**src/rtl/xpmwrap_pkg.sv**
```systemverilog
// -----------------------------------------------------------------------------
// xpmwrap_pkg
// Shared constants and helpers for the xpmwrap FIFO read-side stream adapter.
//   XPMWRAP_FIFO_RD_LATENCY : rd_en-to-dout latency of the wrapped FIFO in
//                             standard (non-FWFT) mode.
//   XPMWRAP_STAT_W          : width of the optional statistics counters.
//   lvl_w(depth)            : bits needed to hold an occupancy of 0..depth.
// -----------------------------------------------------------------------------
package xpmwrap_pkg;

  localparam int XPMWRAP_FIFO_RD_LATENCY = 1;
  localparam int XPMWRAP_STAT_W          = 32;

  function automatic int lvl_w(input int depth);
    return $clog2(depth + 1);
  endfunction

endpackage

```
**src/rtl/xpmwrap_rd_buf.sv**
```systemverilog
// -----------------------------------------------------------------------------
// xpmwrap_rd_buf
// Circular prefetch buffer of BUF_DEPTH entries. Pointers wrap explicitly so
// non-power-of-two depths work. A flush empties the buffer and drops any push
// arriving on the same edge.
// Ports:
//   clk        in   clock
//   rst_n      in   asynchronous active-low reset
//   flush      in   synchronous empty; overrides push and pop
//   push       in   write push_data at the write pointer
//   push_data  in   [DATA_WIDTH] word to store
//   pop        in   advance the read pointer (caller guarantees non-empty)
//   head       out  [DATA_WIDTH] entry at the read pointer
//   level      out  [lvl_w(BUF_DEPTH)] current occupancy
// -----------------------------------------------------------------------------
module xpmwrap_rd_buf
  import xpmwrap_pkg::*;
#(
  parameter int DATA_WIDTH = 32,
  parameter int BUF_DEPTH  = 2
) (
  input  logic                          clk,
  input  logic                          rst_n,
  input  logic                          flush,
  input  logic                          push,
  input  logic [DATA_WIDTH-1:0]         push_data,
  input  logic                          pop,
  output logic [DATA_WIDTH-1:0]         head,
  output logic [lvl_w(BUF_DEPTH)-1:0]   level
);

  localparam int LVL_W = lvl_w(BUF_DEPTH);
  localparam int PTR_W = $clog2(BUF_DEPTH);

  logic [DATA_WIDTH-1:0] mem [BUF_DEPTH];
  logic [PTR_W-1:0]      wr_ptr;
  logic [PTR_W-1:0]      rd_ptr;
  logic [LVL_W-1:0]      level_q;

  function automatic logic [PTR_W-1:0] ptr_inc(input logic [PTR_W-1:0] p);
    if (p == PTR_W'(BUF_DEPTH - 1)) return '0;
    else                            return p + PTR_W'(1);
  endfunction

  // Pointer / occupancy state
  always_ff @(posedge clk or negedge rst_n) begin
    if (!rst_n) begin
      wr_ptr  <= '0;
      rd_ptr  <= '0;
      level_q <= '0;
    end else if (flush) begin
      wr_ptr  <= '0;
      rd_ptr  <= '0;
      level_q <= '0;
    end else begin
      if (push) wr_ptr <= ptr_inc(wr_ptr);
      if (pop)  rd_ptr <= ptr_inc(rd_ptr);
      case ({push, pop})
        2'b10:   level_q <= level_q + LVL_W'(1);
        2'b01:   level_q <= level_q - LVL_W'(1);
        default: level_q <= level_q;
      endcase
    end
  end

  // Storage is cleared on reset so the stream data output reads zero
  always_ff @(posedge clk or negedge rst_n) begin
    if (!rst_n) begin
      for (int i = 0; i < BUF_DEPTH; i++) mem[i] <= '0;
    end else if (push && !flush) begin
      mem[wr_ptr] <= push_data;
    end
  end

  assign head  = mem[rd_ptr];
  assign level = level_q;

endmodule

```
**src/rtl/xpmwrap_fifo_rd_stream.sv**
```systemverilog
// -----------------------------------------------------------------------------
// xpmwrap_fifo_rd_stream
// Read-side adapter for the xpmwrap async FIFO in standard (non-FWFT) mode.
// Issues fifo_rd_en only when the FIFO has data and the prefetch buffer is
// guaranteed to have room for the word when it lands one cycle later, and
// presents buffered words as a valid/ready stream at up to 1 word per cycle.
//
// Optional build macro: XPMWRAP_RD_STREAM_STATS_EN adds pop/stall counters.
//
// Ports:
//   rd_clk            in   FIFO read clock (sole clock)
//   rst_n             in   asynchronous active-low reset
//   fifo_rd_en        out  read strobe to the FIFO
//   fifo_dout         in   [DATA_WIDTH] FIFO data, valid 1 cycle after rd_en
//   fifo_empty        in   FIFO empty flag
//   fifo_rd_rst_busy  in   FIFO read-domain reset in progress (flushes buffer)
//   m_tdata           out  [DATA_WIDTH] stream data (buffer head)
//   m_tvalid          out  stream valid
//   m_tready          in   stream ready
//   buf_level         out  [$clog2(BUF_DEPTH+1)] buffer occupancy
//   stat_clr          in   (stats build) synchronous counter clear
//   stat_words        out  (stats build) [32] saturating pop count
//   stat_stalls       out  (stats build) [32] saturating valid&!ready count
// -----------------------------------------------------------------------------
module xpmwrap_fifo_rd_stream
  import xpmwrap_pkg::*;
#(
  parameter int DATA_WIDTH        = 32,
  parameter int BUF_DEPTH         = 2,
  parameter int FIFO_READ_LATENCY = 1
) (
  input  logic                          rd_clk,
  input  logic                          rst_n,
  output logic                          fifo_rd_en,
  input  logic [DATA_WIDTH-1:0]         fifo_dout,
  input  logic                          fifo_empty,
  input  logic                          fifo_rd_rst_busy,
  output logic [DATA_WIDTH-1:0]         m_tdata,
  output logic                          m_tvalid,
  input  logic                          m_tready,
  output logic [lvl_w(BUF_DEPTH)-1:0]   buf_level
`ifdef XPMWRAP_RD_STREAM_STATS_EN
  ,
  input  logic                          stat_clr,
  output logic [XPMWRAP_STAT_W-1:0]     stat_words,
  output logic [XPMWRAP_STAT_W-1:0]     stat_stalls
`endif
);

  localparam int LVL_W = lvl_w(BUF_DEPTH);
  // One spare bit so level + inflight never overflows the comparison
  localparam int SUM_W = LVL_W + 1;
  localparam logic [SUM_W-1:0] DEPTH_S = SUM_W'(BUF_DEPTH);

  if (FIFO_READ_LATENCY != XPMWRAP_FIFO_RD_LATENCY) begin : g_bad_latency
    $error("xpmwrap_fifo_rd_stream: only FIFO_READ_LATENCY=1 is supported");
  end
  if (BUF_DEPTH < 2 || BUF_DEPTH > 8) begin : g_bad_depth
    $error("xpmwrap_fifo_rd_stream: BUF_DEPTH must be in 2..8");
  end

  logic                  run_q;
  logic                  inflight_p1;
  logic                  flush;
  logic                  pop;
  logic [LVL_W-1:0]      level;
  logic [DATA_WIDTH-1:0] head;
  logic [SUM_W-1:0]      demand;

  assign flush = fifo_rd_rst_busy;

  // Stage p0: issue decision and stream outputs. run_q holds off the first
  // issue until the first rising edge after reset release, and forces
  // fifo_rd_en low for the whole time rst_n is asserted.
  always_comb begin
    m_tvalid   = (level != '0) && !flush;
    pop        = m_tvalid && m_tready;
    demand     = SUM_W'(level) + SUM_W'(inflight_p1) - SUM_W'(pop);
    fifo_rd_en = run_q && !fifo_empty && !flush && (demand < DEPTH_S);
    buf_level  = flush ? '0 : level;
    m_tdata    = head;
  end

  // Stage p1: the word requested last cycle is on fifo_dout now
  always_ff @(posedge rd_clk or negedge rst_n) begin
    if (!rst_n) begin
      run_q       <= 1'b0;
      inflight_p1 <= 1'b0;
    end else begin
      run_q       <= 1'b1;
      inflight_p1 <= fifo_rd_en;
    end
  end

  // Capture is unconditional on inflight; the issue rule reserved the slot.
  // During a flush the landing word is stale and the buffer drops it.
  xpmwrap_rd_buf #(
    .DATA_WIDTH (DATA_WIDTH),
    .BUF_DEPTH  (BUF_DEPTH)
  ) u_buf (
    .clk       (rd_clk),
    .rst_n     (rst_n),
    .flush     (flush),
    .push      (inflight_p1),
    .push_data (fifo_dout),
    .pop       (pop),
    .head      (head),
    .level     (level)
  );

`ifdef XPMWRAP_RD_STREAM_STATS_EN
  function automatic logic [XPMWRAP_STAT_W-1:0] sat_inc(
    input logic [XPMWRAP_STAT_W-1:0] v
  );
    return (v == '1) ? v : v + XPMWRAP_STAT_W'(1);
  endfunction

  logic stall;
  assign stall = m_tvalid && !m_tready;

  // Clear wins over a coincident increment
  always_ff @(posedge rd_clk or negedge rst_n) begin
    if (!rst_n) begin
      stat_words  <= '0;
      stat_stalls <= '0;
    end else if (stat_clr) begin
      stat_words  <= '0;
      stat_stalls <= '0;
    end else begin
      if (pop)   stat_words  <= sat_inc(stat_words);
      if (stall) stat_stalls <= sat_inc(stat_stalls);
    end
  end
`endif

endmodule
```
**config.mk**
```make
export PLATFORM = sky130hd
export DESIGN_NAME = xpmwrap_fifo_rd_stream
export DESIGN_NICKNAME = d
export VERILOG_FILES = /design/src/rtl/xpmwrap_pkg.sv /design/src/rtl/xpmwrap_rd_buf.sv /design/src/rtl/xpmwrap_fifo_rd_stream.sv
export SDC_FILE = /design/constraint.sdc
export NUM_CORES = 1
export LEC_CHECK = 0
export ABC_AREA = 1
export CAP_MARGIN = 15
export CORE_UTILIZATION = 50
export DETAILED_ROUTE_END_ITERATION = 10
export PLACE_DENSITY = 0.82
export SLEW_MARGIN = 25
export SYNTH_ARGS = -nofsm -noshare
export SYNTH_HDL_FRONTEND = slang
export SYNTH_SLANG_ARGS = --single-unit
```
**constraint.sdc**
```tcl
create_clock -name rd_clk -period 7.75 [get_ports rd_clk]
set_input_delay 1.55 -clock rd_clk [delete_from_list [all_inputs] [get_ports rd_clk]]
set_output_delay 1.55 -clock rd_clk [all_outputs]
set_load 0.02 [all_outputs]
```
Word-level counts from Yosys, hierarchy flattened
Cells that the tools add are included.
Widths: inputs -> output; s select.
{"block": "classes", "add_sub_neg": 6, "magnitude_cmp": 4, "eq_ne": 2, "n_mux": 15, "n_bitwise": 2, "reduce_logical": 13}
{"operator": "$mux 32", "n": 4}
{"operator": "$bwmux 64", "n": 1}
{"operator": "$demux 32 s1", "n": 1}
{"operator": "$logic_and 1x1->1", "n": 7}
{"operator": "$mux 1", "n": 6}
{"operator": "$reduce_bool 2->1", "n": 3}
{"operator": "$ge 2x2->1 const B", "n": 2}
{"operator": "$mux 2", "n": 2}
{"operator": "$not 1->2", "n": 2}
{"operator": "$pmux 2 s2", "n": 1}
{"operator": "$add 2x1->3", "n": 1}
{"operator": "$lt 3x2->1 const B", "n": 1}
{"operator": "$reduce_bool 3->1", "n": 1}
{"operator": "$sub 3x1->3", "n": 1}
{"operator": "$add 1x1->1 const B", "n": 2}
{"operator": "$add 2x1->2 const B", "n": 1}
{"operator": "$eq 2x1->1 const B", "n": 1}
{"operator": "$eq 2x2->1 const B", "n": 1}
{"operator": "$logic_not 1->1", "n": 2}
{"operator": "$lt 2x1->1 const B", "n": 1}
{"operator": "$sub 2x1->2 const B", "n": 1}
{"block": "word_totals", "regBits": 70, "inputBits": 37, "out_inout_bits": 36, "word_cells": 49}

Logic depth before layout (Yosys ltp)
Gate-level depths: netlist of run 1.
{"block": "depth", "ltp_word": 6, "depth_mapped": 7, "depth_no_buf": 7}

Cells and area by module
From an unflattened synthesis of run 1, not the netlist that was laid out.
{"block": "unflattened", "cells_unflattened": 328, "area_unflattened_um2": 3231.8}
{"module": "xpmwrap_rd_buf", "instances": 1, "cells_per_inst": 304, "area_each_um2": 3072.9, "seq_area_each_um2": 1701.6}
{"module": "xpmwrap_fifo_rd_stream", "instances": 1, "cells_per_inst": 24, "area_each_um2": 158.9, "seq_area_each_um2": 50.0}

Worst setup path before layout of run 1
No wires, ideal clock.
{"block": "synth_timing", "path_type": "input to output", "startpoint": "input m_tready", "endpoint": "output fifo_rd_en", "arrival_time_ps": 3575, "required_ps": 6200, "setup_slack_ps": 2625, "cell_stages": 7, "path_buffers": 0, "cell_sequence": "inv_1 -> nor3_2 -> ha_1 -> or2_2 -> fa_1 -> nand2_1 -> nor4_1"}
{"block": "synth_between", "elab_chain_cells": 4}
{"item": "start: declaration", "line": "xpmwrap_fifo_rd_stream.sv:40", "rtl": "input logic m_tready,"}
{"item": "$logic_and 1x1->1", "line": "xpmwrap_fifo_rd_stream.sv:77", "rtl": "pop = m_tvalid && m_tready;"}
{"item": "$sub 3x1->3", "line": "xpmwrap_fifo_rd_stream.sv:78", "rtl": "demand = SUM_W'(level) + SUM_W'(inflight_p1) - SUM_W'(pop);"}
{"item": "$lt 3x2->1", "line": "xpmwrap_fifo_rd_stream.sv:79", "rtl": "fifo_rd_en = run_q && !fifo_empty && !flush && (demand < DEPTH_S);"}
{"item": "$logic_and 1x1->1", "line": "xpmwrap_fifo_rd_stream.sv:79"}
{"item": "end: declaration", "line": "xpmwrap_fifo_rd_stream.sv:34", "rtl": "output logic fifo_rd_en,"}
No other way between the ends.

Worst setup path after layout of run 1
{"block": "layout_timing", "startpoint": "input fifo_rd_rst_busy", "endpoint": "output fifo_rd_en"}
{"block": "layout_between", "elab_chain_cells": 6, "elab_cells_between_ends": 7, "classes_between": "add/sub: 1; order compare: 1; reduce/logical: 5"}
{"item": "start: declaration", "line": "xpmwrap_fifo_rd_stream.sv:37", "rtl": "input logic fifo_rd_rst_busy,"}
{"item": "$logic_not 1->1 (*)", "line": "xpmwrap_fifo_rd_stream.sv:76, xpmwrap_fifo_rd_stream.sv:79"}
{"item": "$logic_and 1x1->1", "line": "xpmwrap_fifo_rd_stream.sv:76", "rtl": "m_tvalid = (level != '0) && !flush;"}
{"item": "$logic_and 1x1->1", "line": "xpmwrap_fifo_rd_stream.sv:77"}
{"item": "$sub 3x1->3", "line": "xpmwrap_fifo_rd_stream.sv:78"}
{"item": "$lt 3x2->1", "line": "xpmwrap_fifo_rd_stream.sv:79"}
{"item": "$logic_and 1x1->1 (*)", "line": "xpmwrap_fifo_rd_stream.sv:79"}
Every way passes the cells marked *; elsewhere a longest branch is shown, timed or not.

==> summary.md, run 1 <==
| Metric | Value |
|---|---|
| Status | `complete, no violations` |
| PortBufs | `72` |
| Placeable core area | `6390 sq um` |
| First-pass iteration count of the detailed router | `4` |
| Number of design-rule violations left by the first detailed-router iteration | `116` |
| Root buffer selected by CTS | `sky130_fd_sc_hd__clkbuf_8` |
| Full die area | `7000 sq um` |
| Transition at the pin with the smallest max-transition slack | `0.961 ns` |
| Post-route antenna net violation count | `0` |
| Power density over the cells | `323 nW/um^2` |
| Count of vias placed by the detailed router | `2630` |
| Dominant cell by count in the synthesized netlist | `sky130_fd_sc_hd__nand2_1` |
| Type of destination of the critical path | `output port` |
| Number of H-tree branching levels | `3` |
| Biggest area consumer among synthesized cells | `sky130_fd_sc_hd__dfrtp_1` |
| Global placer's final weighted congestion | `0.764` |
| Leakage dissipation | `0.00212 uW` |
| Placed cell areas | `4000 sq um` |
| Classification of the worst-slack hold path | `reg2reg` |
| Area growth syn-to-layout | `25.6%` |
| Maximum number of pins on one net before global-route repair | `71` |
| Relative slew slack | `35.9%` |
| Post-route design area | `4190 sq um` |
| # fillers | `558` |
| Hold path depth | `2` |
| Summed instance area of the synthesized netlist | `3340 sq um` |
| TritonCTS buffer count | `9` |
| Worst-Skew Late Latency | `0.33 ns` |
| Fraction of the yosys area taken by sequential cells | `52.5%` |
| Mapped Avg Cell Area | `8.62 sq um` |
| Detailed-route vias per instance | `4.94` |
| Hold Violations, Final | `0` |
| Fmax | `165 MHz` |
| Final count of pins violating max slew | `0` |
| CTS-repair resized insts | `0` |
| Final setup violation count | `0` |
| Critical Path AT | `4.50 ns` |
| Warnings, synthesis | `0` |
| Pre-CTS WS | `1.69 ns` |
| Clock tree from TritonCTS | `yes` |
| Final worst-path setup slack | `1.70 ns` |
| Endpoint of the most critical register-to-register path | `inflight_p1$_DFF_PN0_` |
| Hold Path Origin | `u_buf.mem[55]$_DFFE_PN0P_` |
| Drt drc | `0` |
| Net count reported at finish | `491` |
| Syn nets | `426` |
| Flip-flop cell with the highest count after synthesis | `sky130_fd_sc_hd__dfrtp_1` |
| Worst vdd rail ir drop | `0.196 mV` |
| Setup repair bufs after CTS | `0` |
| Startpoint of the worst-slack reg-to-reg timing path | `u_buf.level[1]$_DFFE_PN0P_` |
| Critical path class | `in2out` |
| Overall die height | `83.7 um` |
| Setup crit start kind | `input pin` |
| Final setup skew | `0.00492 ns` |
| HPWL after DPL | `4040 um` |
| Number of cells on the worst reg-to-reg path | `7` |
| Final critical path time including I/O delays and setup | `6.05 ns` |
| Worst endpoint required time | `6.20 ns` |
| Final total negative setup slack | `0 ns` |
| Number of library cell types mapped by synthesis | `30` |
| Routed wire length | `6640 um` |
| Synth Instances | `387` |
| Number of global-route vias before repair | `2553` |
| Fraction of layout instances using a drive strength above 1 | `13.2%` |
| RSZ-0062 raised after global routing | `false` |
| Antenna violations before repair | `0` |
| Portion of the clock cycle consumed by the worst path in the final layout | `78.0%` |
| Critical Path Fanout Max | `7` |
| Global-route wire length before repair | `11500 um` |
| All-layer global routing usage | `20.6%` |
| Clock-pin slew on the worst setup and hold paths | `0.07 ns` |
| Final global-route overflow total | `0` |
| Initial cell density of the core | `52.3%` |
| Post-synthesis async set-or-reset flop share | `100%` |
| Leading cell types by count after synthesis | `165 x sky130_fd_sc_hd__nand2_1, 70 x sky130_fd_sc_hd__dfrtp_1, 36 x sky130_fd_sc_hd__inv_1` |
| Avg WL per Cell | `12.5 um` |
| Number of synthesized flops with an enable pin | `0` |
| # clock sinks | `70` |
| Standard-cell rows | `29` |
| Portion of synthesized cell area occupied by the leading cell type | `52.5%` |
| Worst reg2reg setup slack | `5.46 ns` |
| Number of synthesized register bits | `70` |
| Ranking of synthesized cells by area | `sky130_fd_sc_hd__dfrtp_1 52%, sky130_fd_sc_hd__nand2_1 19%, sky130_fd_sc_hd__o21ai_2 8.4%, sky130_fd_sc_hd__o21ai_0 4.5%, sky130_fd_sc_hd__inv_1 4.0%` |
| Die X-Extent | `83.7 um` |
| Max Cap Violations | `0` |
| Endpoint of the worst hold-timing path | `u_buf.mem[55]$_DFFE_PN0P_` |
| Top-level port count | `73` |
| Quantity of hold-fixing buffers added after cts | `0` |
| Number of buffers between clock root and the deepest sink | `2` |
| Design Power | `1360 uW` |
| Number of inserted diodes | `0` |
==> layout make-up <==
cell class | instances | area [sq um] | area share, %
clock buffer | 13 | 159 | 3.79
clock inverter | 1 | 30.0 | 0.717
inverter | 38 | 145 | 3.46
multi-input combinational | 259 | 1280 | 30.5
sequential | 70 | 1750 | 41.8
tap | 77 | 96.3 | 2.30
timing repair buffer | 74 | 731 | 17.4
==> worst max-delay path by stage <==
| stage | start | endpoint | slack, ns | cells past startpoint |
|---|---|---|---|---|
| 3_3_place_gp | fifo_rd_rst_busy | fifo_rd_en | 1.73 | 8 |
| 6_report | fifo_rd_rst_busy | fifo_rd_en | 1.70 | 8 |
| 2_1_floorplan | m_tready | fifo_rd_en | 2.63 | 7 |
| 5_1_grt | fifo_rd_rst_busy | fifo_rd_en | 1.46 | 8 |
| 3_5_place_dp | fifo_rd_rst_busy | fifo_rd_en | 1.69 | 8 |
| 4_1_cts | fifo_rd_rst_busy | fifo_rd_en | 1.68 | 8 |
==> where the power goes <==
| part | switching (uW) | total [uW] | leakage (uW) | internal (uW) |
|---|---|---|---|---|
| Clock | 125 | 288 | 0.0000956 | 163 |
| Combinational | 279 | 531 | 0.00111 | 252 |
| Sequential | 62.3 | 537 | 0.000921 | 474 |
==> worst max-delay path: stages <==
cell                              delay (ns)
sky130_fd_sc_hd__clkdlybuf4s50_1        0.55
sky130_fd_sc_hd__nor3_2                 0.32
sky130_fd_sc_hd__ha_1                   0.27
sky130_fd_sc_hd__or2_2                  0.30
sky130_fd_sc_hd__fa_1                   0.48
sky130_fd_sc_hd__nand2_1                0.05
sky130_fd_sc_hd__nor4_1                 0.30
sky130_fd_sc_hd__clkdlybuf4s50_1        0.67
==> cells in the final DEF, fill, tap and decap left out, types with 2 or more instances in the layout <==
cell                              synthesis  routed
sky130_fd_sc_hd__o21ai_1                  3       3
sky130_fd_sc_hd__inv_1                   36      36
sky130_fd_sc_hd__nand2_1                165     165
sky130_fd_sc_hd__o21ai_0                 30      30
sky130_fd_sc_hd__clkbuf_8                 0      11
sky130_fd_sc_hd__clkdlybuf4s50_1          0      71
sky130_fd_sc_hd__clkbuf_1                 6       2
sky130_fd_sc_hd__nand4_1                  2       2
sky130_fd_sc_hd__nor2_1                   5       5
sky130_fd_sc_hd__dfrtp_1                 70      70
sky130_fd_sc_hd__nand2_2                  7       7
sky130_fd_sc_hd__nand3_1                  4       4
sky130_fd_sc_hd__buf_4                    3       2
sky130_fd_sc_hd__o21ai_2                 32      32
==> logic make-up (layout without fill, tap and decap cells) <==
logic type | after synthesis | after routing | synth area share, %
other cells | 1 | 1 | 0.112
simple gates | 189 | 189 | 23.4
buf+inv | 58 | 126 | 9.22
flops | 70 | 70 | 52.5
xor+xnor | 1 | 1 | 0.263
fa+ha+maj | 2 | 2 | 0.975
compound gates | 66 | 66 | 13.5
==> through the flow <==
stage	std cells	hold slack, ns	utilization [%]
2_1_floorplan	387	0.453	-
3_3_place_gp	518	0.464	62.7
3_5_place_dp	518	0.468	62.7
4_1_cts	532	0.485	65.6
5_1_grt	532	0.502	65.6
6_report	532	0.482	65.6
==> sequential cells by signal, indices dropped and copies added, names as in the netlist <==
signal and count:
u_buf.rd_ptr 1, u_buf.mem 64, u_buf.wr_ptr 1, run_q 1, inflight_p1 1, u_buf.level 2
==> metal layers <==
layer	up-vias	GRT usage, %	wire length [um]
met1	1231	25.7	2870
met5	-	0	0
li1	1321	-	-
met3	8	4.35	323
met4	0	8.78	86
met2	70	34.7	3360
Power figures use the tool's default switching activity.
==> run 2, diff against run 1 <==
clock period = 6.2 ns   (was 7.75 ns; I/O delays follow)
==> run 2 against run 1 <==
Effect of this change:
- die area did not move
- via count fell by 1.0%
- sequential power rose by 25%
- final cell count rose by 0.38%
- design area fell by 0.72%
- largest cell class unchanged
==> summary.md, run 2 (synthesized netlist as in run 1, its figures left out) <==
| Metric | Value |
|---|---|
| Critical path class | `in2out` |
| Net count reported at finish | `491` |
| Root buffer selected by CTS | `sky130_fd_sc_hd__clkbuf_8` |
| Power density over the cells | `394 nW/um^2` |
| Overall die height | `83.7 um` |
| Design Power | `1640 uW` |
| Final total negative setup slack | `0 ns` |
| Hold Path Origin | `u_buf.mem[52]$_DFFE_PN0P_` |
| Post-route design area | `4160 sq um` |
| Initial cell density of the core | `52.3%` |
| # fillers | `518` |
| Post-route antenna net violation count | `0` |
| Setup crit start kind | `input pin` |
| Worst-Skew Late Latency | `0.33 ns` |
| Final count of pins violating max slew | `0` |
| Die X-Extent | `83.7 um` |
| # clock sinks | `70` |
| Worst Setup SP | `fifo_rd_rst_busy` |
| GR Util met1 | `24.8%` |
| Relative slew slack | `36.9%` |
| Crit path cell chain | `clkdlybuf4s50_1 -> nor3_2 -> ha_1 -> or2_2 -> fa_1 -> nand2_1 -> nor4_1 -> clkdlybuf4s50_1` |
| Final setup skew | `0.00825 ns` |
| Top-level port count | `73` |
| Antenna violations before repair | `0` |
| First-pass iteration count of the detailed router | `4` |
| Count of vias placed by the detailed router | `2603` |
| Standard-cell rows | `29` |
| Final global-route overflow total | `0` |
| Max Cap Violations | `0` |
| Hold Violations, Final | `0` |
| All-layer global routing usage | `19.8%` |
| Number of buffers between clock root and the deepest sink | `2` |
| RSZ-0062 raised after global routing | `false` |
| Global placer's final weighted congestion | `0.799` |
| Classification of the worst-slack hold path | `reg2reg` |
| Maximum number of pins on one net before global-route repair | `71` |
| Number of global-route vias before repair | `2552` |
| Critical Path Fanout Max | `7` |
| PortBufs | `72` |
| Critical Path AT | `4.24 ns` |
| Delay of the slowest cell on the worst path | `0.68 ns` |
| Drt drc | `0` |
| Portion of the clock cycle consumed by the worst path in the final layout | `88.5%` |
| Fraction of layout instances using a drive strength above 1 | `13.3%` |
| Most common library cell in the layout ignoring fill and taps | `sky130_fd_sc_hd__nand2_1` |
| GR peak layer | `met2` |
| Leakage dissipation | `0.00211 uW` |
| Startpoint of the worst-slack reg-to-reg timing path | `u_buf.level[1]$_DFFE_PN0P_` |
| Met2 routing resource usage after global routing | `33.6%` |
| Placed cell areas | `4000 sq um` |
| Worst endpoint required time | `4.96 ns` |
| Worst vdd rail ir drop | `0.250 mV` |
| Number of flip-flops in the largest register | `64` |
| Final setup violation count | `0` |
| Setup repair bufs after CTS | `0` |
| Avg WL per Cell | `12.2 um` |
| Final critical path time including I/O delays and setup | `5.48 ns` |
| Full die area | `7000 sq um` |
| Status | `complete, no violations` |
| HPWL after DPL | `4080 um` |
| Clock-pin slew on the worst setup and hold paths | `0.08 ns` |
| Top library cells by usage in the layout, fill and taps aside | `165 x sky130_fd_sc_hd__nand2_1, 71 x sky130_fd_sc_hd__clkdlybuf4s50_1, 70 x sky130_fd_sc_hd__dfrtp_1, 36 x sky130_fd_sc_hd__inv_1, 32 x sky130_fd_sc_hd__o21ai_2` |
| Type of destination of the critical path | `output port` |
| Largest register by flop count | `u_buf.mem` |
| Number of H-tree branching levels | `3` |
| Detailed-route vias per instance | `4.87` |
| Fmax | `182 MHz` |
| Placeable core area | `6390 sq um` |
| Met3 Resource Use GR | `3.56%` |
| Area growth syn-to-layout | `24.7%` |
| Number of design-rule violations left by the first detailed-router iteration | `138` |
| Transition at the pin with the smallest max-transition slack | `0.946 ns` |
| Critical-path top delay cell | `sky130_fd_sc_hd__clkdlybuf4s50_1` |
| Clock tree from TritonCTS | `yes` |
| Quantity of hold-fixing buffers added after cts | `0` |
| Routed wire length | `6500 um` |
| Cell mode on critical path | `sky130_fd_sc_hd__clkdlybuf4s50_1` |
| Global-route wire length before repair | `11100 um` |
| CTS-repair resized insts | `0` |
| TritonCTS buffer count | `9` |
| Number of inserted diodes | `0` |
run 2: final timing paths:
check / to / slack [ns] / cells past startpoint
setup / recovery: fifo_rd_en / 0.72 / 8
hold / removal: u_buf.mem[52]$_DFFE_PN0P_ / 0.48 / 2
setup reg to reg: inflight_p1$_DFF_PN0_ / 3.86 / 7
hold reg to reg: u_buf.mem[52]$_DFFE_PN0P_ / 0.48 / 2
max in group asynchronous: u_buf.mem[36]$_DFFE_PN0P_ / 4.54 / 2
min in group asynchronous: u_buf.mem[52]$_DFFE_PN0P_ / 1.10 / 2
run 2: cell type report:
cell class / count / area [sq um] / area share (%)
timing repair buffer: 74 / 731 / 17.6
clock buffer: 12 / 135 / 3.25
clock inverter: 4 / 23.8 / 0.571
multi-input combinational: 259 / 1280 / 30.7
inverter: 38 / 145 / 3.49
sequential: 70 / 1750 / 42.1
tap: 77 / 96.3 / 2.32
run 2: report_power, final:
group	internal, uW	switching (uW)
logic	315	347
registers	593	78.4
clock network	144	160
run 2: per-stage QoR:
| stage | instances | worst slack, ns | util (%) | hold WS, ns |
|---|---|---|---|---|
| final | 534 | 0.715 | 65.1 | 0.484 |
| after CTS | 534 | 0.652 | 65.1 | 0.487 |
| after global routing | 534 | 0.534 | 65.1 | 0.509 |
| after floorplan | 387 | 1.70 | - | 0.453 |
| after detailed placement | 518 | 0.666 | 62.7 | 0.470 |
| after global placement | 518 | 0.800 | 62.7 | 0.465 |
run 2: layer usage:
metal  wire length (um)  share of wire, %
met4                 95               1.5
met1               2850                44
met5                  0                 0
met3                274               4.2
met2               3280                50
run 2: worst max-delay path, delay by kind of cell:
family	cells	cell delay [ns]
buffers and inverters	2	1.24
and+or+nand+nor	4	1.01
adders and majority gates	2	0.76
